==> src/rtl/reset_sequencer.sv <==
// Lock-gated staged reset release; optional lock-wait timeout flag
// enabled by defining RESET_SEQ_LOCK_TIMEOUT_EN.
module reset_sequencer #(
    parameter int NUM_STAGES          = 4,
    parameter int LOCK_STABLE_CYCLES  = 256,
    parameter int STAGE_GAP_CYCLES    = 64,
    parameter int LOCK_TIMEOUT_CYCLES = 1000000
) (
    input  logic                  clk_i,
    input  logic                  rst_i,
    input  logic                  pll_lock_i,
    output logic [NUM_STAGES-1:0] stage_rst_o,
    output logic                  done_o,
    output logic [7:0]            lock_loss_cnt_o,
    output logic                  lock_timeout_o
);

    typedef enum logic [1:0] {
        WAIT_LOCK,
        DEBOUNCE,
        RELEASE,
        DONE
    } state_t;

    localparam logic [31:0] STABLE_LAST = 32'(LOCK_STABLE_CYCLES - 1);
    localparam logic [31:0] GAP_LAST    = 32'(STAGE_GAP_CYCLES - 1);
    localparam logic [4:0]  IDX_LAST    = 5'(NUM_STAGES - 1);

    state_t                state_q, state_d;
    logic                  sync1_q, lock_s_q;
    logic [31:0]           stable_q, stable_d;
    logic [31:0]           gap_q, gap_d;
    logic [4:0]            idx_q, idx_d;
    logic [NUM_STAGES-1:0] stage_q, stage_d;
    logic                  done_q, done_d;
    logic [7:0]            loss_q, loss_d;
    logic [NUM_STAGES-1:0] rel_mask;

    assign rel_mask = NUM_STAGES'(1) << idx_q;

    always_ff @(posedge clk_i or posedge rst_i) begin
        if (rst_i) begin
            sync1_q  <= 1'b0;
            lock_s_q <= 1'b0;
            state_q  <= WAIT_LOCK;
            stable_q <= '0;
            gap_q    <= '0;
            idx_q    <= '0;
            stage_q  <= '1;
            done_q   <= 1'b0;
            loss_q   <= '0;
        end else begin
            sync1_q  <= pll_lock_i;
            lock_s_q <= sync1_q;
            state_q  <= state_d;
            stable_q <= stable_d;
            gap_q    <= gap_d;
            idx_q    <= idx_d;
            stage_q  <= stage_d;
            done_q   <= done_d;
            loss_q   <= loss_d;
        end
    end

    always_comb begin
        state_d  = state_q;
        stable_d = stable_q;
        gap_d    = gap_q;
        idx_d    = idx_q;
        stage_d  = stage_q;
        done_d   = done_q;
        loss_d   = loss_q;
        unique case (state_q)
            WAIT_LOCK: begin
                stable_d = '0;
                if (lock_s_q) state_d = DEBOUNCE;
            end
            DEBOUNCE: begin
                if (!lock_s_q) begin
                    state_d  = WAIT_LOCK;
                    stable_d = '0;
                end else if (stable_q == STABLE_LAST) begin
                    state_d  = RELEASE;
                    stable_d = '0;
                    gap_d    = '0;
                    idx_d    = '0;
                end else begin
                    stable_d = stable_q + 32'd1;
                end
            end
            RELEASE, DONE: begin
                // Lock loss takes priority over a release due this edge
                if (!lock_s_q) begin
                    state_d  = WAIT_LOCK;
                    stage_d  = '1;
                    done_d   = 1'b0;
                    stable_d = '0;
                    gap_d    = '0;
                    idx_d    = '0;
                    if (loss_q != 8'hFF) loss_d = loss_q + 8'd1;
                end else if (state_q == RELEASE) begin
                    if (gap_q == GAP_LAST) begin
                        gap_d   = '0;
                        stage_d = stage_q & ~rel_mask;
                        idx_d   = idx_q + 5'd1;
                        if (idx_q == IDX_LAST) begin
                            state_d = DONE;
                            done_d  = 1'b1;
                        end
                    end else begin
                        gap_d = gap_q + 32'd1;
                    end
                end
            end
            default: state_d = WAIT_LOCK;
        endcase
    end

`ifdef RESET_SEQ_LOCK_TIMEOUT_EN
    localparam logic [31:0] WAIT_LAST = 32'(LOCK_TIMEOUT_CYCLES - 1);

    logic [31:0] wait_q, wait_d;
    logic        tmo_q, tmo_d;

    always_ff @(posedge clk_i or posedge rst_i) begin
        if (rst_i) begin
            wait_q <= '0;
            tmo_q  <= 1'b0;
        end else begin
            wait_q <= wait_d;
            tmo_q  <= tmo_d;
        end
    end

    always_comb begin
        wait_d = '0;
        tmo_d  = tmo_q;
        if (state_q == WAIT_LOCK) begin
            if (wait_q == WAIT_LAST) begin
                tmo_d  = 1'b1;
                wait_d = wait_q;
            end else begin
                wait_d = wait_q + 32'd1;
            end
            if (state_d != WAIT_LOCK) wait_d = '0;
        end
    end

    assign lock_timeout_o = tmo_q;
`else
    assign lock_timeout_o = 1'b0;
`endif

    assign stage_rst_o     = stage_q;
    assign done_o          = done_q;
    assign lock_loss_cnt_o = loss_q;

endmodule
==> config.mk <==
export PLATFORM = sky130hd
export DESIGN_NAME = reset_sequencer
export DESIGN_NICKNAME = d
export VERILOG_FILES = /design/src/rtl/reset_sequencer.sv
export SDC_FILE = /design/constraint.sdc
export NUM_CORES = 1
export LEC_CHECK = 0
export BUFFER_PORTS_ARGS = -buffer_cell sky130_fd_sc_hd__buf_2
export CAP_MARGIN = 30
export CORE_MARGIN = 5
export CORE_UTILIZATION = 62
export DETAILED_ROUTE_END_ITERATION = 8
export HOLD_SLACK_MARGIN = 0.15
export PLACE_DENSITY_LB_ADDON = 0.2
export SYNTH_ARGS = -nofsm -noshare
export SYNTH_HDL_FRONTEND = slang
export SYNTH_SLANG_ARGS = --single-unit
==> constraint.sdc <==
create_clock -name clk_i -period 3.3 [get_ports clk_i]
set_clock_uncertainty 0.15 [all_clocks]
set_input_delay 0.66 -clock clk_i [delete_from_list [all_inputs] [get_ports clk_i]]
set_output_delay 0.66 -clock clk_i [all_outputs]
set_load 0.01 [all_outputs]
==> impl_metrics.tcl <==
set metrics [dict create \
    drv_cap 0 \
    cts_sinks 86 \
    switching_share 0.229 \
    use_met3 0.0352 \
    clockBufferDepth 2 \
    final.period_utilization 0.822 \
    design.die.area_sq_um 9540 \
    grt_pass1_wl_um 19300 \
    grt-ovfl-total 0 \
    max_slew_margin 0.408 \
    synth_area_leader_cell "dfrtp_1" \
    die_w_um 97.7 \
    synth-edff-count 0 \
    wl_per_cell_um 18.2 \
    yosysWarningCount 0 \
    clock.fmax_mhz 369 \
    worstPathRequired_ns 3.39 \
    power.internal_uw 1500 \
    start_kind "flip-flop" \
    setup_tns_ns 0 \
    routed_wl_um 11400 \
    gp_congestion 0.850 \
    crit_arrival_ns 2.80 \
    die_h_um 97.7 \
    clk_latency_ns 0.36 \
    slowest_stage "a31oi_2" \
    worst_slew_pin_slew_ns 0.881 \
    p_total_uw 1950 \
    initial_core_util 0.627 \
    num_vias 4163 \
    io_pins 17 \
    r2r_slack_ns 0.59 \
    outcome "completed" \
    cts_tree "done" \
    post_cts_buffers 0 \
    synthToLayoutAreaGrowth_pct 8.79 \
    cp_max_fo 15 \
    synthDistinctLibCells 55 \
    synthFlopType "dfrtp_1" \
    async_flop_share 1.00 \
    rsz0062_at_grt "false" \
    drive_gt1_frac 0.113 \
    grt.total_usage 0.243 \
    synth_top_area_frac 0.430 \
    dpl_cell_area_sq_um 4960 \
    grtUsageMet2 0.412 \
    cts_buffers 9 \
    syn_area_sq_um 4770 \
    p_per_area_nw_per_um2 375 \
    antenna_cells 0 \
    finalHoldViolations 0 \
    cts_resized 0 \
    grt.met1_usage 0.310 \
    ctsHoldBuffers 0 \
    h-tree-depth 3 \
    path_clk_slew_ns 0.10 \
    synth_cells 509 \
    endpoint_kind "flip-flop" \
    ys_seq_elements 86 \
    critical_path_class "reg2reg" \
    p_switching_uw 446 \
    drc 0 \
    design_area_sq_um 5190 \
    path_buf_inv 1 \
    slew_viol_final 0 \
    grt_pass1_vias 4112 \
    ir_worst_vdd_v 0.000195 \
    antenna_found_initial 0 \
    holdCritPathClass "reg2reg" \
    cp_top_family "simple AND/OR/NAND/NOR gates" \
    p_comb_frac 0.020 \
    first_pass_iters 5 \
    nets 526 \
    clockPowerShare 0.435 \
    busiest_layer "met2" \
    coreArea_sq_um 7610 \
    ctsRootBufferMaster "clkbuf_8" \
    placement.io_buffers 15 \
    ys_top_cells_by_area "dfrtp_1, nand4_1, nor2_1" \
    critical_path.cell_chain "ha_1 -> nand3_1 -> nor3_1 -> a31oi_2 -> buf_4 -> and3_1 -> a221o_1" \
    period_needed_ns 2.71 \
    max_stage_delay_ns 0.44 \
    drt_iter0_drc 223 \
    syn_nets 516 \
    syn_area_per_cell_sq_um 9.37 \
    rows 32 \
    ant_nets 0 \
    setup_violations 0 \
    ys_seq_area_frac 0.452 \
    cellLeakagePower_uw 0.00235 \
    vias_per_cell 6.65 \
    grt_max_degree 45 \
    pwr-share-seq 0.545 \
    dp_hpwl_um 7610 \
]
[cells by family (layout without fill, tap and decap cells)]
group,Yosys count,in the layout,synth area share
buffers and inverters,37,52,0.0318
multiplexers,6,6,0.0134
other,1,1,0.000786
flip-flops,86,86,0.452
XOR/XNOR,35,35,0.0643
AO/OA/AOI/OAI,72,72,0.121
adder cells (fa/ha/maj),4,4,0.0105
AND/OR/NAND/NOR,268,268,0.306
[placed cells by master (no fill, tap or decap), drive strengths merged, types with 10 or more instances in the layout]
| cell | synthesis | layout |
|---|---|---|
| nor4 | 30 | 30 |
| a221o | 12 | 12 |
| nand2 | 32 | 32 |
| buf | 8 | 26 |
| dfrtp | 82 | 82 |
| inv | 10 | 13 |
| and3 | 24 | 24 |
| nand4 | 37 | 37 |
| nand3 | 40 | 40 |
| nor2 | 60 | 60 |
| and2 | 11 | 11 |
| xor2 | 25 | 25 |
| xnor2 | 10 | 10 |
[flip-flops by register name, indices dropped and copies added, names as in the netlist]
signal	count
sync1_q	1
lock_loss_cnt_o	8
stage_rst_o	4
gap_q	32
idx_q	5
lock_s_q	1
state_q	2
done_o	1
stable_q	32
[path summary, 6_finish.rpt]
kind	from	end	depth (start not counted)
max in group asynchronous	rst_i	stage_rst_o[1]$_DFFE_PP1P_	3
min in group asynchronous	rst_i	lock_loss_cnt_o[0]$_DFFE_PP0P_	2
worst max register to register	gap_q[0]$_DFFE_PP0P_	gap_q[22]$_DFFE_PP0P_	7
worst max-delay path	gap_q[0]$_DFFE_PP0P_	gap_q[22]$_DFFE_PP0P_	7
worst min-delay path	sync1_q$_DFF_PP0_	lock_s_q$_DFF_PP0_	0
worst min register to register	sync1_q$_DFF_PP0_	lock_s_q$_DFF_PP0_	0
[metrics by stage]
stage / worst slack, ns / util / hold slack [ns] / cells
2_1_floorplan: 0.275 / - / 0.181 / 509
3_3_place_gp: 0.761 / 0.652 / 0.193 / 610
3_5_place_dp: 0.668 / 0.652 / 0.197 / 610
4_1_cts: 0.625 / 0.682 / 0.218 / 626
5_1_grt: 0.373 / 0.682 / 0.235 / 626
6_report: 0.589 / 0.682 / 0.213 / 626
[area by class of cell]
type,instances,area (sq um)
clock inverter,7,100
tap,102,128
fill,604,2420
multi-input combinational,386,2470
inverter,10,38.8
timing repair buffer,26,170
sequential,86,2160
clock buffer,9,124
[synth_stat cells (3+ instances only)]
library cell  number
a22o_1             8
clkbuf_1          19
o21ai_0            9
a31oi_1            7
nand4_1           37
inv_1             10
xnor2_1           10
a21boi_0           3
a211o_1            4
or3_1              4
nor4_1            28
nor2b_1            3
nor2_1            60
mux2_2             3
xor2_1            25
and3_1            24
and4_1             8
or4_1              3
o211a_1            3
nand3_1           40
ha_1               4
dfrtp_1           82
o2bb2ai_1          3
nor3_1             8
a221o_1           12
nand2_1           31
a22oi_1            7
dfstp_2            4
mux2i_1            3
buf_2              7
and2_1            11
[power groups by stage]
stage,combinational [uW],clock [uW],sequential [uW]
finish,38.8,847,1060
global route,45.2,903,1060
CTS,40.3,858,1060
detailed placement,40.0,0,1080
global placement,39.0,0,1080
floorplan,28.0,0,1080
[per-layer routing]
metal	vias to the layer above	share of wire
met5	-	0
met4	0	0.025
met3	30	0.058
met2	166	0.50
met1	2025	0.41
li1	1942	-
Note: power is estimated with default switching activity, not from simulation.
